===== src/rtl/serial_uart_bridge.sv =====
// Processor-to-UART bridge: TX FIFO feeding a UART serialiser, and a UART
// deserialiser feeding an RX FIFO that the processor reads show-ahead.
module serial_uart_bridge #(
  parameter int unsigned CLKS_PER_BIT = 434,
  parameter int unsigned TX_AW        = 2,
  parameter int unsigned RX_AW        = 2
) (
  input  logic       clock,
  input  logic       reset,
  input  logic [7:0] wr_data_in,
  input  logic       wren_in,
  output logic       ready_out,
  input  logic       rden_in,
  output logic [7:0] rd_data_out,
  output logic       valid_out,
  input  logic       uart_rxd_in,
  output logic       uart_txd_out,
  output logic       rx_overrun_out,
  output logic       rx_frame_err_out
);

  localparam int unsigned CW       = $clog2(CLKS_PER_BIT) + 1;
  localparam int unsigned TX_DEPTH = 2 ** TX_AW;
  localparam int unsigned RX_DEPTH = 2 ** RX_AW;
  localparam logic [CW-1:0] BIT_RELOAD = CW'(CLKS_PER_BIT - 1);
  localparam logic [CW-1:0] HALF_BIT   = CW'(CLKS_PER_BIT / 2);
  localparam logic [CW-1:0] CNT_ONE    = CW'(1);
  localparam logic [TX_AW:0] TX_PTR_ONE = {{TX_AW{1'b0}}, 1'b1};
  localparam logic [RX_AW:0] RX_PTR_ONE = {{RX_AW{1'b0}}, 1'b1};

  typedef enum logic [1:0] {S_IDLE, S_START, S_DATA, S_STOP} uart_state_t;

  // ---------------- TX FIFO ----------------
  logic [7:0]   tx_mem [TX_DEPTH];
  logic [TX_AW:0] tx_wp, tx_rp;
  logic         tx_empty, tx_full, tx_push, tx_pop;

  assign tx_empty  = (tx_wp == tx_rp);
  assign tx_full   = (tx_wp[TX_AW] != tx_rp[TX_AW]) &&
                     (tx_wp[TX_AW-1:0] == tx_rp[TX_AW-1:0]);
  assign tx_push   = wren_in && !tx_full;
  assign ready_out = !tx_full;

  // TX FIFO pointers
  always_ff @(posedge clock) begin
    if (reset) begin
      tx_wp <= '0;
      tx_rp <= '0;
    end else begin
      if (tx_push) tx_wp <= tx_wp + TX_PTR_ONE;
      if (tx_pop)  tx_rp <= tx_rp + TX_PTR_ONE;
    end
  end

  // TX FIFO storage
  always_ff @(posedge clock) begin
    if (tx_push) tx_mem[tx_wp[TX_AW-1:0]] <= wr_data_in;
  end

  // ---------------- TX FSM ----------------
  uart_state_t   tx_state;
  logic [CW-1:0] tx_cnt;
  logic [2:0]    tx_bit;
  logic [7:0]    tx_shift;
  logic          tx_bit_done;

  assign tx_bit_done = (tx_cnt == '0);
  // Pop when idle, or at the end of a stop bit so frames run back to back
  assign tx_pop = !tx_empty &&
                  ((tx_state == S_IDLE) || ((tx_state == S_STOP) && tx_bit_done));

  // Serialiser; the line is registered from the current state, one cycle behind it
  always_ff @(posedge clock) begin
    if (reset) begin
      tx_state     <= S_IDLE;
      tx_cnt       <= '0;
      tx_bit       <= '0;
      tx_shift     <= '0;
      uart_txd_out <= 1'b1;
    end else begin
      case (tx_state)
        S_START: uart_txd_out <= 1'b0;
        S_DATA:  uart_txd_out <= tx_shift[0];
        default: uart_txd_out <= 1'b1;
      endcase
      case (tx_state)
        S_IDLE: begin
          if (tx_pop) begin
            tx_state <= S_START;
            tx_cnt   <= BIT_RELOAD;
            tx_shift <= tx_mem[tx_rp[TX_AW-1:0]];
          end
        end
        S_START: begin
          if (tx_bit_done) begin
            tx_state <= S_DATA;
            tx_cnt   <= BIT_RELOAD;
            tx_bit   <= '0;
          end else begin
            tx_cnt <= tx_cnt - CNT_ONE;
          end
        end
        S_DATA: begin
          if (tx_bit_done) begin
            tx_cnt   <= BIT_RELOAD;
            tx_shift <= {1'b0, tx_shift[7:1]};
            if (tx_bit == 3'd7) tx_state <= S_STOP;
            else                tx_bit   <= tx_bit + 3'd1;
          end else begin
            tx_cnt <= tx_cnt - CNT_ONE;
          end
        end
        S_STOP: begin
          if (tx_bit_done) begin
            if (tx_pop) begin
              tx_state <= S_START;
              tx_cnt   <= BIT_RELOAD;
              tx_shift <= tx_mem[tx_rp[TX_AW-1:0]];
            end else begin
              tx_state <= S_IDLE;
            end
          end else begin
            tx_cnt <= tx_cnt - CNT_ONE;
          end
        end
        default: tx_state <= S_IDLE;
      endcase
    end
  end

  // ---------------- RX synchroniser ----------------
  logic rx_meta, rx_sync;

  // Two-flop synchroniser for the asynchronous receive line
  always_ff @(posedge clock) begin
    if (reset) begin
      rx_meta <= 1'b1;
      rx_sync <= 1'b1;
    end else begin
      rx_meta <= uart_rxd_in;
      rx_sync <= rx_meta;
    end
  end

  // ---------------- RX FIFO ----------------
  logic [7:0]   rx_mem [RX_DEPTH];
  logic [RX_AW:0] rx_wp, rx_rp;
  logic         rx_empty, rx_full, rx_push, rx_pop, rx_stop_ok;
  logic [7:0]   rx_shift;

  assign rx_empty    = (rx_wp == rx_rp);
  assign rx_full     = (rx_wp[RX_AW] != rx_rp[RX_AW]) &&
                       (rx_wp[RX_AW-1:0] == rx_rp[RX_AW-1:0]);
  assign rx_push     = rx_stop_ok && !rx_full;
  assign rx_pop      = rden_in && !rx_empty;
  assign valid_out   = !rx_empty;
  assign rd_data_out = rx_empty ? 8'h00 : rx_mem[rx_rp[RX_AW-1:0]];

  // RX FIFO pointers
  always_ff @(posedge clock) begin
    if (reset) begin
      rx_wp <= '0;
      rx_rp <= '0;
    end else begin
      if (rx_push) rx_wp <= rx_wp + RX_PTR_ONE;
      if (rx_pop)  rx_rp <= rx_rp + RX_PTR_ONE;
    end
  end

  // RX FIFO storage
  always_ff @(posedge clock) begin
    if (rx_push) rx_mem[rx_wp[RX_AW-1:0]] <= rx_shift;
  end

  // ---------------- RX FSM ----------------
  uart_state_t   rx_state;
  logic [CW-1:0] rx_cnt;
  logic [2:0]    rx_bit;
  logic          rx_mid;

  assign rx_mid     = (rx_cnt == '0);
  assign rx_stop_ok = (rx_state == S_STOP) && rx_mid && rx_sync;

  // Deserialiser sampling at bit midpoints, with error/overrun flags
  always_ff @(posedge clock) begin
    if (reset) begin
      rx_state         <= S_IDLE;
      rx_cnt           <= '0;
      rx_bit           <= '0;
      rx_shift         <= '0;
      rx_overrun_out   <= 1'b0;
      rx_frame_err_out <= 1'b0;
    end else begin
      rx_frame_err_out <= (rx_state == S_STOP) && rx_mid && !rx_sync;
      if (rx_stop_ok && rx_full) rx_overrun_out <= 1'b1;
      case (rx_state)
        S_IDLE: begin
          if (!rx_sync) begin
            rx_state <= S_START;
            rx_cnt   <= HALF_BIT;
          end
        end
        S_START: begin
          if (rx_mid) begin
            if (rx_sync) begin
              rx_state <= S_IDLE;
            end else begin
              rx_state <= S_DATA;
              rx_cnt   <= BIT_RELOAD;
              rx_bit   <= '0;
            end
          end else begin
            rx_cnt <= rx_cnt - CNT_ONE;
          end
        end
        S_DATA: begin
          if (rx_mid) begin
            rx_cnt   <= BIT_RELOAD;
            rx_shift <= {rx_sync, rx_shift[7:1]};
            if (rx_bit == 3'd7) rx_state <= S_STOP;
            else                rx_bit   <= rx_bit + 3'd1;
          end else begin
            rx_cnt <= rx_cnt - CNT_ONE;
          end
        end
        S_STOP: begin
          if (rx_mid) rx_state <= S_IDLE;
          else        rx_cnt   <= rx_cnt - CNT_ONE;
        end
        default: rx_state <= S_IDLE;
      endcase
    end
  end

endmodule


===== config.mk =====
export PLATFORM = sky130hd
export DESIGN_NAME = serial_uart_bridge
export DESIGN_NICKNAME = d
export VERILOG_FILES = /design/src/rtl/serial_uart_bridge.sv
export SDC_FILE = /design/constraint.sdc
export NUM_CORES = 1
export LEC_CHECK = 0
export CAP_MARGIN = 20
export CORE_UTILIZATION = 55
export CTS_BUF_LIST = sky130_fd_sc_hd__clkbuf_2
export DETAILED_ROUTE_END_ITERATION = 7
export PLACE_DENSITY = 0.86
export SKIP_CTS_REPAIR_TIMING = 1
export SYNTH_ARGS = -nofsm -noshare
export SYNTH_HDL_FRONTEND = slang
export SYNTH_SLANG_ARGS = --single-unit

===== constraint.sdc =====
create_clock -name clock -period 2.2 [get_ports clock]
set_input_delay 0.22 -clock clock [delete_from_list [all_inputs] [get_ports clock]]
set_output_delay 0.22 -clock clock [all_outputs]
set_load 0.02 [all_outputs]

==> summary by stage <==
STA
The worst-margin pin slew is 0.6624 ns. In the post-route analysis, the smallest setup slack over all paths is -0.03156 ns. The max-slew headroom at the worst pin is about 56%.

Setup violations remaining at the end of the flow were counted as 3. The final hold violation count was 0. The final setup skew is 0.03558 ns.

Setup repair after global routing could not meet its margin everywhere. The clock period minus worst slack is 2.232 ns. The final-report max-slew violation count came to 0. The fmax is 0.4481 GHz.

The ratio of final minimum period to clock period is 101.4%. Final hold analysis gives a worst-case slack of 0.09778 ns.

Die
The die boundary height is 106.5 um. The die extent in x is 106.5 um. The initial core utilization is 57.41%.

The I/O pin total is 26. The die covers 11340 um^2. The floorplan has 37 rows. The area of the core is 10460 um^2.

Synthesis
After synthesis, the largest area contributor takes up a little under a third of total cell area. The synthesized design contains 131 register bits. Counting flops with a built-in enable in the synthesized netlist gives 64. In this run the cell area of the synthesized design comes to around 6000 um^2. In the synthesized netlist the dominant register cell turns out to be dfxtp_1. During synthesis, Yosys emitted a total of 0 warnings. The gate count after technology mapping is 502.

The fraction of the yosys area taken by sequential cells is roughly 54%. Yosys attributes the largest share of cell area to edfxtp_1 (32%), dfxtp_1 (22%), mux4_2 (6.0%). The number of nets in the synthesized netlist is roughly 540.

The synthesized netlist contains 70 unique library cells. The mean instance size in the synthesized netlist is 11.97 um^2. Of all cell types, the one taking the most synthesized area is edfxtp_1. Of all flip-flops after synthesis, the portion carrying an async set or reset was 0%.

Critical path
Across all register-to-register paths, the minimum setup slack is 0.03 ns. The cell at the slowest stage of the critical path is mux4_2. For the worst setup path, the data required time is 1.98 ns.

The largest single stage delay on the critical path is 0.51 ns. In this run the worst path has a maximum fanout of 8. STA classifies the critical path endpoint as an output port. The signal on the critical path passes through buf_12, mux4_2, and2_1, buf_2. The arrival time at the worst endpoint is 2.01 ns. The worst register-to-register path ends at tx_cnt[3]. The worst reg2reg path startpoint is tx_cnt[1]. The number of cells on the worst reg-to-reg path is 8. The worst setup path is launched from a register.

The critical setup path kind is register to output port.

Layout
The antenna diode count is 0. The sequential cells in the finished layout cover a total of 3269 um^2. The number of filler instances in the final layout is 793. In the layout the commonest cells are edfxtp_1 (64), dfxtp_1 (62), nor2_1 (48).

The design area is between 6000 and 7000 um^2. The post-synthesis to final-layout area growth is 12.79%. The share of cells above drive strength 1 is 21.47%. The number of nets at the end of the flow is 586. The commonest non-fill, non-tap cell in the layout is edfxtp_1. The post-route core utilization is 64.76%. In the final layout, the multi-input gates occupy ~2700 um^2.

Power
The static leakage power is 2.461 nW. For this design the ratio of total power to cell area is 1050 nW/um^2. The worst voltage drop across the vdd grid is 0.7255 mV.

Outcome
The final reports fail on setup timing. The run finished, with violations left.

Detailed routing
For this run, design rule violations remaining after detail routing come to 0. In this run the remaining antenna-violating nets after routing total 0. The sum of routed wire length over all layers is ~12 mm. The detailed-route vias per instance is 5.906. The total via count after detailed routing is 4105. For this run, the detailed router's first-pass iteration total came to 5. The number of DRC markers after the initial detailed-route iteration is 234.

The final routed wire length divided by cell count is ~17 um.

Run
The max-capacitance violation count is 0.

Min path
The startpoint identified for the worst hold timing path is uart_rxd_in. The number of cells on the worst hold path is 2. The type of the most critical hold path is input port to register. The destination of the worst hold path is rx_meta.

Clocking
The H-tree depth reported by CTS is 4. For the worst-skew pair, the clock arrives at the later sink with an insertion delay of 0.67 ns. Clock-pin slew was measured on the worst setup and hold paths at 0.20 ns. The total number of clock tree sinks is 131.

The clock tree from TritonCTS is yes. Counting the buffers created by CTS gives 17. Clock tree synthesis selected as its root buffer the cell clkbuf_2. The worst-case clock buffer depth is 2.

GRT
The total global routing overflow is 0. The via count of the first global-routing pass is 4281. The number of antenna violations at the first check in global routing came to 0. The first global-routing pass estimated 19.29 mm of wire.

The largest net degree at the start of global routing is 31. The global router's overall resource usage is 21.90%.

Placement
In this run the tool buffered the top-level ports with 25 buffer cells. After legalization and detailed placement, the total HPWL measured between 7 and 8 mm. The congestion estimate from routability-driven global placement came to 0.8602. Summing all placed instances gives a cell area of 6486 um^2.
[flip-flops by register name (all words and copies together), names as in the netlist, 2 cells and up, named ones only]
register / count
rx_bit: 3
rx_cnt: 10
rx_mem: 32
rx_rp: 3
rx_shift: 8
rx_wp: 3
tx_bit: 3
tx_cnt: 10
tx_mem: 32
tx_rp: 3
tx_shift: 8
tx_state: 2
tx_wp: 3
[stage by stage]
| step | power, mW | cells | worst slack [ns] | TNS, ns |
|---|---|---|---|---|
| global route | 7.540 | 695 | -0.1785 | -1.204 |
| CTS | 6.993 | 693 | -0.5065 | -4.340 |
| detailed placement | 5.651 | 661 | 0.08296 | 0 |
| floorplan | 4.982 | 502 | 0.1064 | 0 |
| finish | 7.117 | 695 | -0.03156 | -0.05270 |
| global placement | 5.526 | 661 | 0.1678 | 0 |
[critical path, delay by kind of cell, from the launching register on]
| kind | cells | cell delay [ns] |
|---|---|---|
| muxes | 1 | 0.51 |
| buffers and inverters | 2 | 0.28 |
| DFF | 1 | 0.38 |
| and+or+nand+nor | 1 | 0.18 |
[logic make-up (layout without fill, tap and decap cells)]
logic type,after synthesis,in the layout,share of synthesized area (%)
flops,131,131,54.32
xor+xnor,16,16,2.333
fa+ha+maj,27,27,5.624
simple gates,161,161,15.00
buf+inv,38,95,2.520
mux,28,28,7.998
compound gates,101,101,12.21
[where the power goes]
part	total (mW)	leakage, nW	internal, mW	switching, mW
registers	3.10	1.14	2.80	0.300
logic	2.67	1.19	1.14	1.52
clock network	1.35	0.128	0.423	0.928
[routing by layer]
layer / GRT usage (%) / part of all wire, % / vias up
met5: 0 / 0 / -
met4: 8.415 / 1.5 / 0
met3: 5.395 / 5.2 / 22
met2: 39.38 / 51 / 143
met1: 25.01 / 42 / 1962
li1: - / - / 1978
[synth_stat cells, drive strengths merged, types with 2 or more instances]
cell type and number:
nor2 48, nor4 6, nor3 15, or2 3, o311ai 3, nand3 21
a31oi 7, or3b 3, mux2i 12, dfxtp 67, nand2b 5, mux4 16
xnor2 8, nand4 3, nand4b 2, nor3b 4, or4 3, a22oi 2
or3 3, a311oi 2, o221a 2, a41oi 2, xor2 8, ha 27
a21o 4, o31ai 5, nand2 22, o211ai 2, clkbuf 15, edfxtp 64
and2 16, o21ai 13, a21oi 26, o31a 2, o211a 2, a22o 2
a211oi 11, o22ai 2, nand3b 2, buf 5, inv 18, o21a 6
[worst max-delay path by stage]
stage               cells past startpoint             end       from
finish                                  4  rd_data_out[2]   register
global route                            4  rd_data_out[4]   register
CTS                                     4  rd_data_out[2]   register
detailed placement                      7       tx_bit[1]  tx_cnt[0]
global placement                        7       tx_cnt[3]  tx_cnt[0]
floorplan                               6    rx_mem[3][0]  rx_cnt[0]
[cell type report]
cell class	instances	share of cell area, %
Tap cell	136	2.512
Clock buffer	18	1.330
Clock inverter	14	1.884
Sequential cell	131	48.25
Multi-Input combinational cell	333	39.19
Timing Repair Buffer	45	5.836
Inverter	18	0.9972
Note: power is estimated with default switching activity, not from simulation.
